## src/rtl/lstm_step_sequencer_pkg.sv

```systemverilog
// Shared definitions for the LSTM back pipeline: controller state encodings and
// the node latency constant that the node datapath and the step sequencer must agree on.
package lstm_step_sequencer_pkg;

  typedef enum logic [2:0] {
    S_IDLE   = 3'd0,
    S_LOAD_X = 3'd1,
    S_GATE   = 3'd2,
    S_NODE   = 3'd3,
    S_WB     = 3'd4,
    S_DONE   = 3'd5
  } seq_state_t;

  typedef enum logic [1:0] {
    PE_IDLE = 2'd0,
    PE_MAC  = 2'd1,
    PE_OUT  = 2'd2
  } pe_state_t;

  typedef enum logic [1:0] {
    LSTM_IDLE = 2'd0,
    LSTM_RUN  = 2'd1,
    LSTM_OUT  = 2'd2
  } lstm_state_t;

  localparam int SEQ_W_DEF    = 8;
  localparam int NODE_LAT_DEF = 4;
  localparam int PE_TMO_DEF   = 16;

endpackage

```

## src/rtl/lstm_step_sequencer_watchdog.sv

```systemverilog
// PE-pass watchdog: reloaded on GATE entry, counts GATE cycles, flags all-ones.
// The load value of 1 accounts for the entry cycle itself, so the flag rises on GATE cycle 2**W-1.
module lstm_step_watchdog #(
  parameter int W = 16
) (
  input  logic i_clk,
  input  logic i_reset,
  input  logic i_load,
  input  logic i_en,
  output logic o_tc
);

  localparam logic [W-1:0] LOAD_VAL = {{(W-1){1'b0}}, 1'b1};

  logic [W-1:0] r_cnt;

  always_ff @(posedge i_clk) begin
    if (i_reset) begin
      r_cnt <= '0;
    end else if (i_load) begin
      r_cnt <= LOAD_VAL;
    end else if (i_en && !o_tc) begin
      r_cnt <= r_cnt + LOAD_VAL;
    end
  end

  assign o_tc = &r_cnt;

endmodule

```

## src/rtl/lstm_step_sequencer.sv

```systemverilog
// Timestep controller: per step fetch x_t, launch the gate MACs, run the node pipeline,
// write h_t/c_t back; outputs are registered from the next state (x_ready decodes state).
module lstm_step_sequencer
  import lstm_step_sequencer_pkg::*;
#(
  parameter int SEQ_W    = SEQ_W_DEF,
  parameter int NODE_LAT = NODE_LAT_DEF,
  parameter int PE_TMO   = PE_TMO_DEF
) (
  input  logic             i_clock,
  input  logic             i_reset,
  input  logic             i_start,
  input  logic [SEQ_W-1:0] i_seq_len,
  output logic             o_busy,
  output logic             o_done,
  output logic             o_err,
  input  logic             i_x_valid,
  output logic             o_x_ready,
  output logic             o_pe_start,
  input  logic             i_pe_done,
  output logic             o_node_en,
  output logic             o_recu_clr,
  output logic             o_recu_we,
  output logic             o_out_we,
  output logic [SEQ_W-1:0] o_t_idx
);

  localparam int               NC_W      = (NODE_LAT > 1) ? $clog2(NODE_LAT) : 1;
  localparam logic [NC_W-1:0]  NODE_LAST = NC_W'(NODE_LAT - 1);
  localparam logic [NC_W-1:0]  NC_ONE    = {{(NC_W-1){1'b0}}, 1'b1};
  localparam logic [SEQ_W-1:0] T_ONE     = {{(SEQ_W-1){1'b0}}, 1'b1};

  seq_state_t       r_state, w_state_nxt;
  logic [SEQ_W-1:0] r_seq_len, r_t_idx;
  logic [NC_W-1:0]  r_node_cnt;
  logic             r_err, r_busy, r_done, r_pe_start, r_node_en, r_recu_clr, r_wb;
  logic             w_busy_d, w_done_d, w_pe_start_d, w_node_en_d, w_recu_clr_d, w_wb_d;
  logic             w_start_acc, w_last, w_wd_load, w_wd_en, w_wd_tc, w_timeout;

  assign w_start_acc = (r_state == S_IDLE) && i_start;
  assign w_last      = (r_t_idx == (r_seq_len - T_ONE));
  assign w_wd_load   = (w_state_nxt == S_GATE) && (r_state != S_GATE);
  assign w_wd_en     = (r_state == S_GATE);
  // pe_done wins a tie with the watchdog: a late-but-present result is still used
  assign w_timeout   = (r_state == S_GATE) && !i_pe_done && w_wd_tc;

  lstm_step_watchdog #(.W(PE_TMO)) u_watchdog (
    .i_clk   (i_clock),
    .i_reset (i_reset),
    .i_load  (w_wd_load),
    .i_en    (w_wd_en),
    .o_tc    (w_wd_tc)
  );

  always_ff @(posedge i_clock) begin
    if (i_reset) r_state <= S_IDLE;
    else         r_state <= w_state_nxt;
  end

  always_comb begin
    w_state_nxt = r_state;
    case (r_state)
      S_IDLE:   if (i_start) w_state_nxt = S_LOAD_X;
      S_LOAD_X: if (i_x_valid) w_state_nxt = S_GATE;
      S_GATE: begin
        if (i_pe_done)    w_state_nxt = S_NODE;
        else if (w_wd_tc) w_state_nxt = S_DONE;
      end
      S_NODE:   if (r_node_cnt == NODE_LAST) w_state_nxt = S_WB;
      S_WB:     w_state_nxt = w_last ? S_DONE : S_LOAD_X;
      S_DONE:   w_state_nxt = S_IDLE;
      default:  w_state_nxt = S_IDLE;
    endcase
  end

  always_comb begin
    w_busy_d     = (w_state_nxt != S_IDLE);
    w_done_d     = (w_state_nxt == S_DONE);
    w_pe_start_d = (w_state_nxt == S_GATE) && (r_state != S_GATE);
    w_node_en_d  = (w_state_nxt == S_NODE) && (r_state != S_NODE);
    w_recu_clr_d = (w_state_nxt == S_NODE) && (r_t_idx == '0);
    w_wb_d       = (w_state_nxt == S_WB);
  end

  always_ff @(posedge i_clock) begin
    if (i_reset) begin
      r_busy     <= 1'b0;
      r_done     <= 1'b0;
      r_pe_start <= 1'b0;
      r_node_en  <= 1'b0;
      r_recu_clr <= 1'b0;
      r_wb       <= 1'b0;
    end else begin
      r_busy     <= w_busy_d;
      r_done     <= w_done_d;
      r_pe_start <= w_pe_start_d;
      r_node_en  <= w_node_en_d;
      r_recu_clr <= w_recu_clr_d;
      r_wb       <= w_wb_d;
    end
  end

  // Last step is detected before increment, so t_idx never wraps at seq_len=255
  always_ff @(posedge i_clock) begin
    if (i_reset) begin
      r_seq_len  <= '0;
      r_t_idx    <= '0;
      r_err      <= 1'b0;
      r_node_cnt <= '0;
    end else begin
      if (w_start_acc) begin
        r_seq_len <= (i_seq_len == '0) ? T_ONE : i_seq_len;
        r_t_idx   <= '0;
        r_err     <= 1'b0;
      end else begin
        if ((r_state == S_WB) && !w_last) r_t_idx <= r_t_idx + T_ONE;
        if (w_timeout)                    r_err   <= 1'b1;
      end
      r_node_cnt <= (r_state == S_NODE) ? (r_node_cnt + NC_ONE) : '0;
    end
  end

  assign o_busy     = r_busy;
  assign o_done     = r_done;
  assign o_err      = r_err;
  assign o_x_ready  = (r_state == S_LOAD_X);
  assign o_pe_start = r_pe_start;
  assign o_node_en  = r_node_en;
  assign o_recu_clr = r_recu_clr;
  assign o_recu_we  = r_wb;
  assign o_out_we   = r_wb;
  assign o_t_idx    = r_t_idx;

endmodule

```

## config.mk

```make
export PLATFORM = sky130hd
export DESIGN_NAME = lstm_step_sequencer
export DESIGN_NICKNAME = d
export VERILOG_FILES = /design/src/rtl/lstm_step_sequencer_pkg.sv /design/src/rtl/lstm_step_sequencer_watchdog.sv /design/src/rtl/lstm_step_sequencer.sv
export SDC_FILE = /design/constraint.sdc
export NUM_CORES = 1
export LEC_CHECK = 0
export ABC_AREA = 1
export BUFFER_PORTS_ARGS = -buffer_cell sky130_fd_sc_hd__buf_4
export CORE_ASPECT_RATIO = 1.75
export CORE_UTILIZATION = 55
export DETAILED_ROUTE_END_ITERATION = 7
export GPL_TIMING_DRIVEN = 0
export PLACE_DENSITY = 0.79
export SLEW_MARGIN = 10
export SYNTH_ARGS = -nofsm -noshare
export SYNTH_HDL_FRONTEND = slang
export SYNTH_SLANG_ARGS = --single-unit
export TNS_END_PERCENT = 100
```

## constraint.sdc

```tcl
create_clock -name i_clock -period 4.22 [get_ports i_clock]
set_input_delay 0.211 -clock i_clock [delete_from_list [all_inputs] [get_ports i_clock]]
set_output_delay 0.211 -clock i_clock [all_outputs]
set_load 0.05 [all_outputs]
```

==> results of run 1 <==
==> metrics by stage <==
stage | utilization | worst slack, ns
3_3_place_gp | 0.6421 | 2.420
6_report | 0.6714 | 2.357
5_1_grt | 0.6714 | 2.164
4_1_cts | 0.6714 | 2.352
2_1_floorplan | - | 2.287
3_5_place_dp | 0.6421 | 2.376
==> worst paths after layout <==
path	cells after the start	end	slack, ns
worst min register to register	1	r_node_cnt[0]	0.44
worst min-delay path	3	r_seq_len[5]	0.21
worst max register to register	12	o_t_idx[3]	2.36
worst max-delay path	12	o_t_idx[3]	2.36
==> flip-flops by register name, summed over array words and instances, names as in the netlist, 2 cells and up <==
name,cells
r_seq_len,8
r_node_cnt,2
r_state,3
o_t_idx,8
u_watchdog.r_cnt,16
==> kinds of logic (layout without fill, tap and decap cells) <==
logic type | after synthesis | count (layout) | share of synthesized area
AO/OA/AOI/OAI | 47 | 47 | 0.1066
XOR/XNOR | 17 | 17 | 0.06220
adder cells (fa/ha/maj) | 5 | 5 | 0.02614
buffers and inverters | 54 | 90 | 0.09043
flip-flops | 44 | 44 | 0.3680
AND/OR/NAND/NOR | 175 | 175 | 0.3466
==> critical path, cell delays in order, from the launching register on <==
cell and delay, ns:
dfxtp_1 0.39, inv_2 0.07, ha_1 0.27, or2_1 0.25
nand2_1 0.06, nand2_1 0.04, nand2_1 0.05, nand3_1 0.08
nor2_2 0.13, nand2_4 0.14, nand2_8 0.11, nand2_1 0.05
a21oi_1 0.13
==> where the power goes <==
part,switching (mW),internal [mW]
Combinational,0.163,0.0806
Sequential,0.0226,0.439
Clock,0.148,0.194
==> routing by layer <==
metal | part of all wire | wire [microns] | global-route usage | vias to the layer above
met5 | 0 | 0 | 0 | -
met4 | 0.044 | 242 | 0.1818 | 0
met3 | 0.031 | 174 | 0.04592 | 21
met2 | 0.56 | 3097 | 0.5233 | 58
met1 | 0.36 | 2012 | 0.2265 | 1030
li1 | - | - | - | 1164
==> cell usage after synthesis (all sizes together), types with 5 or more instances <==
master	instances	area (sq um)
nor2	39	182.7
nand4	7	43.79
xor2	10	87.58
o21ai	13	68.82
a21oi	29	145.1
xnor2	7	61.31
dfxtp	44	880.8
nand2	84	346.6
inv	46	172.7
buf	5	32.53
nand3	29	145.1
ha	5	62.56
nor3	6	40.04
==> cells in the final DEF (no fill, tap or decap) <==
master	Yosys	layout
nor3b_1	2	2
dfxtp_1	44	44
bufinv_16	0	1
nor2_1	30	30
o21ai_2	1	1
clkbuf_8	0	6
nand3_1	29	29
or2_1	1	1
xnor2_1	7	7
o211ai_1	1	1
clkinv_1	1	1
a211oi_2	1	1
or2_0	1	1
ha_1	5	5
a21oi_1	29	29
inv_1	39	39
a211oi_1	2	2
a31oi_1	1	1
buf_4	3	31
clkbuf_1	2	2
inv_2	7	7
o21ai_0	12	12
nor3_2	2	2
nand4_1	7	7
nor2_2	8	8
nand2_4	1	1
nor3b_2	1	1
nor2_8	1	1
or2_2	1	1
nand2_1	79	79
or3_1	1	1
xor2_1	10	10
nand2_8	1	1
clkinv_4	0	1
nand2_2	3	3
buf_2	2	2
nor3_1	4	4
nor4_1	3	3
==> final cells by class <==
type	count	area (sq um)
Multi-Input combinational cell	244	1296
Fill cell	416	1364
Tap cell	49	61.31
Clock inverter	2	38.79
Sequential cell	44	880.8
Timing Repair Buffer	28	210.2
Buffer	7	40.04
Clock buffer	6	82.58
Inverter	47	176.4
==> flow_summary.ini, run 1 <==
[run_status]
outcome = complete, no violations

[final_layout]
area_growth_pct = 16.41
drive_above_1_share = 0.1799
final_cells = 427
diodes = 0
final_nets = 395
design_area_sq_mm = 0.002786

[clock_network]
htreeDepth = 2
cts_made_buffers = 5
cts_hold_buffers = 0
clock-sinks = 44
clk_latency_ns = 0.31
cts_max_path_buffers = 2
cts-root-buf = clkbuf_8
cts_tree = done
postCtsSetupRepairBufs = 0
ctsResizeCount = 0
path_clk_slew_ns = 0.09

[drt]
drt-initial-drc-count = 42
dr.pass1.iters = 5
via_per_inst = 5.323
drc = 0
wl_per_cell_microns = 12.94
dr_total_vias = 2273
wl_microns = 5526
detail-route-antenna-nets = 0

[synth]
ys_seq_area_frac = 0.3680
postSynthCellCount = 342
synth_cell_types = 35
synthFlopType = dfxtp_1
async_flop_share = 0
synth_area_per_cell_sq_um = 6.999
ys_warn_count = 0
synth-seq-cells = 44
syn-num-nets = 360
synth-edff-count = 0
netlist_area_sq_mm = 0.002394

[pwr]
finalPower_mw = 1.047
p_leak_nw = 1.199
powerDensity_mw_per_mm2 = 375.6
peakVddDrop_v = 0.0004064

[worst_setup_path]
path_max_fanout = 10
crit_start = r_seq_len[0]
reg2reg_from = r_seq_len[0]
end_kind = register
required_ns = 4.46
startpoint_type = register
cp.arrival_ns = 2.10
crit_type = register to register

[floorplanning]
dieArea_sq_mm = 0.004630
core_area_sq_mm = 0.004150
pin_count = 30
core.rowCount = 31
dieWidth_microns = 51.87
die_h_microns = 89.27
initial_core_util = 0.5767

[sta]
min_period_ns = 1.863
skew_ns = 0.01449
setup_viol_count_final = 0
fmax_mhz = 536.7
worst_pin_slew_ns = 0.4189
period_share = 0.4416
rsz0062_at_grt = false
fin_hold_ws_ns = 0.2064
hold_viol_final = 0
maxSlewHeadroom = 0.7208
fin_setup_tns_ns = 0
report.final.slew_viol_count = 0

[place]
hpwl_microns = 4242
io_buffers = 28
gp_congestion = 0.8164
placed_cells = 419
dpl_cell_area_sq_mm = 0.002665

[hold_path]
min_from = i_seq_len[5]
hp-class = input pin to register

[run]
cap_violations = 0

[grt]
grt_pass1_wl_microns = 9039
grt_overflow = 0
antenna_found_initial = 0
grt_max_degree = 15
grt_pass1_vias = 2202
grt.total_usage = 0.2651
No activity file was read; power rests on OpenSTA's default activity.
==> run 2, diff against run 1 <==
--- a/config.mk
+++ b/config.mk
@@ -8,7 +8,7 @@
 export ABC_AREA = 1
 export BUFFER_PORTS_ARGS = -buffer_cell sky130_fd_sc_hd__buf_4
 export CORE_ASPECT_RATIO = 1.75
-export CORE_UTILIZATION = 55
+export CORE_UTILIZATION = 52
 export DETAILED_ROUTE_END_ITERATION = 7
 export GPL_TIMING_DRIVEN = 0
 export PLACE_DENSITY = 0.79
==> constraint.sdc (replaced) <==
create_clock -name i_clock -period 1.7 [get_ports i_clock]
set_input_delay 0.085 -clock i_clock [delete_from_list [all_inputs] [get_ports i_clock]]
set_output_delay 0.085 -clock i_clock [all_outputs]
set_load 0.05 [all_outputs]
==> run 2 against run 1 <==
  * The run now ends with setup timing left
  * Routed wire length grew 6.0%
  * Total power rose by 140%
  * Clock skew is 0.0073 ns lower
  * First-iteration DRC count grew 9.5%
  * Die area grew 5.6%
  * Final area increased by 8.1%
  * Global-route usage down 1.3 points
  * Sequential power rose to 2.5 times the previous value
  * Hold slack worse by 0.13 ns
  * Critical path type unchanged
  * Critical endpoint is now o_t_idx[1]
==> flow_summary.ini, run 2 (synthesis gave the netlist of run 1 again) <==
[run_status]
outcome = finished with violations
violations = setup timing

[grt]
grt_overflow = 0
antenna_found_initial = 0
grt.total_usage = 0.2524
grt_pass1_wl_microns = 9225
grt_pass1_vias = 2204
grt_max_degree = 14

[sta]
report.final.slew_viol_count = 0
period_share = 1.052
rsz0062_at_grt = true
skew_ns = 0.007207
fmax_mhz = 559.2
hold_viol_final = 0
min_period_ns = 1.788
worst_pin_slew_ns = 0.4212
maxSlewHeadroom = 0.7185
fin_ws_ns = -0.08824
setup_viol_count_final = 11

[final_layout]
layout_common_cells = nand2_1 (69), buf_4 (40), dfxtp_1 (39), inv_1 (38), nor2_1 (26)
drive_above_1_share = 0.2861
num-fill-cells = 395
postLayoutCoreUtil = 0.6841
final_cells = 439
top_register = u_watchdog.r_cnt
largest_reg_flops = 16
final_nets = 405
diodes = 0
layout_commonest_cell = nand2_1
area_growth_pct = 25.88

[worst_setup_path]
slowest_stage = dfxtp_2
end_kind = register
crit_type = register to register
crit_buf_inv = 1
cp.arrival_ns = 2.01
slowest_delay_ns = 0.36
cp_top_family = simple AND/OR/NAND/NOR gates
crit_chain = inv_4 > ha_4 > or2_4 > nand2_2 > nand2_1 > nand2_1 > nand3_2 > nor2_4 > nand2_4 > nand2_8 > nand2_4 > a21oi_2
required_ns = 1.92
path_max_fanout = 8
startpoint_type = register

[floorplanning]
initial_core_util = 0.5435
pin_count = 30
dieArea_sq_mm = 0.004889
dieWidth_microns = 53.29
core_area_sq_mm = 0.004404
die_h_microns = 91.75
core.rowCount = 32

[run]
cap_violations = 0

[place]
gp_congestion = 0.8811
hpwl_microns = 4189
placed_cells = 421
io_buffers = 28

[clock_network]
clock-sinks = 44
cts_hold_buffers = 0
cts-root-buf = clkbuf_8
cts_made_buffers = 5
clk_latency_ns = 0.29
cts_max_path_buffers = 2
path_clk_slew_ns = 0.08
htreeDepth = 2
cts_tree = done

[pwr]
peakVddDrop_v = 0.0006865
powerDensity_mw_per_mm2 = 838.1
p_leak_nw = 1.268

[hold_path]
hp-class = input pin to register

[drt]
wl_microns = 5856
detail-route-antenna-nets = 0
via_per_inst = 5.383
drt-initial-drc-count = 46
dr_total_vias = 2363
wl_per_cell_microns = 13.34
dr.pass1.iters = 4
drc = 0
[run 2: cell types whose count changed in the layout (fill, tap and decap cells not counted), sizes merged]
cell	change
bufinv	-1
clkinv	+1
nand2	+1
buf	+9
[run 2: stage by stage]
step / setup slack, ns / area (sq um) / hold WS, ns / setup TNS, ns / total power [mW]
final: -0.08824 / 3013 / 0.07845 / -0.7012 / 2.525
after global routing: -0.1138 / 3013 / 0.1006 / -1.644 / 2.664
after CTS: -0.003570 / 2836 / 0.08198 / -0.003570 / 2.476
after detailed placement: -0.1457 / 2674 / 0.3843 / -1.293 / 1.767
after global placement: -0.08224 / 2674 / 0.3800 / -0.7403 / 1.754
after floorplan: 0.01415 / 2400 / 0.2702 / 0 / 1.617
[run 2: per-layer routing]
layer / wire [microns] / share of wire / vias to the layer above / track usage
li1: - / - / 1183 / -
met2: 3374 / 0.58 / 62 / 0.4979
met3: 216 / 0.037 / 19 / 0.04809
met1: 2105 / 0.36 / 1099 / 0.2229
met4: 159 / 0.027 / 0 / 0.1118
met5: 0 / 0 / - / 0
[run 2: cell type report]
cell class              count  area [sq um]  share of cell area
well taps                  51         63.81             0.02118
clock inverters             2         10.01            0.003322
inverters                  47         178.9             0.05939
clock buffers               6         82.58             0.02741
repair buffers             37         277.8             0.09219
flip-flops and latches     44         889.6              0.2953
multi-input cells         245          1470              0.4880
plain buffers               7         40.04             0.01329
[run 2: worst paths after layout]
path | startpoint | endpoint | slack, ns | cells after the start
worst max register to register | r_seq_len[0] | o_t_idx[1] | -0.09 | 12
worst max-delay path | r_seq_len[0] | o_t_idx[1] | -0.09 | 12
worst min-delay path | i_seq_len[7] | r_seq_len[7] | 0.08 | 3
worst min register to register | r_node_cnt[0] | r_node_cnt[0] | 0.43 | 1
[run 2: timing repair]
| action | CTS | global route |
|---|---|---|
| endpoints found under the setup margin | 23 | 28 |
| gates cloned | 1 | 0 |
| setup buffers | 3 | 6 |
| pin swaps | 4 | 17 |
| gates resized for setup | 11 | 37 |
[run 2: power by group]
group / switching (mW) / internal [mW]
logic: 0.452 / 0.251
clock network: 0.343 / 0.324
registers: 0.0620 / 1.09
[run 2: tightest hold or removal path, cell delays in order]
cell and delay (ns):
buf_4 0.08, o21ai_0 0.07, a21oi_1 0.10
==> run 3, diff against run 2 <==
==> constraint.sdc (replaced) <==
create_clock -name i_clock -period 1.5 [get_ports i_clock]
set_input_delay 0.075 -clock i_clock [delete_from_list [all_inputs] [get_ports i_clock]]
set_output_delay 0.075 -clock i_clock [all_outputs]
set_load 0.05 [all_outputs]
==> run 3 against run 2 <==
  * The flow still finishes with violations (setup timing)
  * Combinational power increased by 42%
  * Clock skew down 0.0049 ns
  * Final area up 9.8%
  * Die area unchanged
  * Count of clock-buffer cells in the layout up 2
  * Core utilization up 6.7 points
  * Fmax is 3.3% higher
  * Via count rose by 5.9%
  * Largest power group unchanged
  * Total power increased by 22%
  * Sequential share of layout area down 2.1 points
  * Global-route usage increased by 1.6 points
  * Routed wire length rose by 18%
==> flow_summary.ini, run 3 (synthesis gave the netlist of run 1 again) <==
[run_status]
outcome = finished with violations
violations = setup timing

[sta]
setup_viol_count_final = 26
skew_ns = 0.002341
worst_pin_slew_ns = 0.5500
report.final.slew_viol_count = 0
fmax_mhz = 577.9
rsz0062_at_grt = true
min_period_ns = 1.730
period_share = 1.154
hold_viol_final = 0
maxSlewHeadroom = 0.6333
fin_ws_ns = -0.2304

[final_layout]
largest_reg_flops = 16
final_nets = 419
area_growth_pct = 38.21
final_cells = 453
drive_above_1_share = 0.3831
layout_common_cells = nand2_1 (64), buf_4 (44), inv_1 (35), nor2_1 (26), dfxtp_1 (26)
diodes = 0
layout_commonest_cell = nand2_1
top_register = u_watchdog.r_cnt

[drt]
drt-initial-drc-count = 91
via_per_inst = 5.523
dr_total_vias = 2502
dr.pass1.iters = 5
wl_per_cell_microns = 15.25
detail-route-antenna-nets = 0
drc = 0
wl_microns = 6909

[pwr]
finalPower_mw = 3.088
peakVddDrop_v = 0.0007809
powerDensity_mw_per_mm2 = 933.6
p_leak_nw = 1.415

[hold_path]
min_from = i_seq_len[4]
whs_path_depth = 3
hp-class = input pin to register
holdPathEnd = r_seq_len[4]

[worst_setup_path]
reg2reg_from = r_seq_len[0]
required_ns = 1.68
slowest_stage = dfxtp_2
crit_start = r_seq_len[0]
end_kind = register
reg2regPathDepth = 12
startpoint_type = register
rr_endpoint = o_t_idx[1]
crit_chain = inv_2 > ha_4 > buf_4 > nand2_1 > o21ai_0 > nand2_1 > nand3_2 > nor2_4 > buf_4 > nand2_4 > nand3_1 > a21oi_1
path_max_fanout = 5
cp.arrival_ns = 1.91
rrSetupSlack_ns = -0.23
slowest_delay_ns = 0.34
crit_type = register to register

[clock_network]
cts_max_path_buffers = 2
cts_tree = done
cts_hold_buffers = 0
clk_latency_ns = 0.30
htreeDepth = 2
path_clk_slew_ns = 0.08
cts_made_buffers = 5
clock-sinks = 44
cts-root-buf = clkbuf_8

[grt]
grt.total_usage = 0.2688
grt_pass1_vias = 2338
antenna_found_initial = 0
grt_max_degree = 13
grt_overflow = 0
grt_pass1_wl_microns = 9756

[floorplanning]
dieWidth_microns = 53.29
die_h_microns = 91.75
core_area_sq_mm = 0.004404
pin_count = 30
dieArea_sq_mm = 0.004889
core.rowCount = 32
initial_core_util = 0.5435

[run]
cap_violations = 0

[place]
gp_congestion = 0.8828
io_buffers = 28
hpwl_microns = 4234
placed_cells = 421
-- run 3: worst max path at each step --
stage / end / slack (ns) / cells after the start
5_1_grt: o_t_idx[7] / -0.32 / 12
6_report: o_t_idx[1] / -0.23 / 12
3_3_place_gp: o_busy / -0.25 / 12
4_1_cts: o_done / -0.17 / 12
2_1_floorplan: o_done / -0.09 / 12
3_5_place_dp: o_busy / -0.29 / 12
-- run 3: layout make-up --
type | count | area, sq um
multi-input combinational | 245 | 1573
fill | 325 | 1096
sequential | 44 | 908.4
timing repair buffer | 52 | 441.7
inverter | 47 | 183.9
clock buffer | 8 | 90.09
tap | 51 | 63.81
buffer | 6 | 47.55
-- run 3: per-layer routing --
layer / wire length (microns) / GRT usage / vias up
li1: - / - / 1216
met1: 2509 / 0.2384 / 1179
met2: 3908 / 0.5250 / 83
met3: 220 / 0.04478 / 24
met4: 271 / 0.1360 / 0
met5: 0 / 0 / -
-- run 3: power breakdown --
group          internal, mW  total, mW  switching, mW
logic                 0.397      0.995          0.598
registers              1.24       1.31         0.0709
clock network         0.376      0.782          0.405
-- run 3: what timing repair did --
action	in CTS	in global routing
cloned	2	1
endpoints found under the setup margin	31	32
setup buffers	9	13
pin swaps	13	20
resized for setup	34	51
-- run 3: critical path, delay by kind of cell, from the launching register on --
family,cells,cell delay [ns]
AOI/OAI and AO/OA,2,0.15
adders and majority gates,1,0.17
buffers and inverters,3,0.33
DFF,1,0.34
and+or+nand+nor,6,0.63
-- run 3: metrics by stage --
step           hold WS [ns]  instance area (sq um)  setup slack [ns]    util  TNS [ns]
5_1_grt             0.06913                   3308           -0.3241  0.7511    -5.931
2_1_floorplan        0.2590                   2446          -0.09106       -   -0.7733
3_5_place_dp         0.3824                   2720           -0.2944  0.6176    -5.142
3_3_place_gp         0.3715                   2720           -0.2474  0.6176    -4.079
4_1_cts             0.06914                   3002           -0.1680  0.6815    -1.742
6_report            0.07027                   3308           -0.2304  0.7511    -3.456
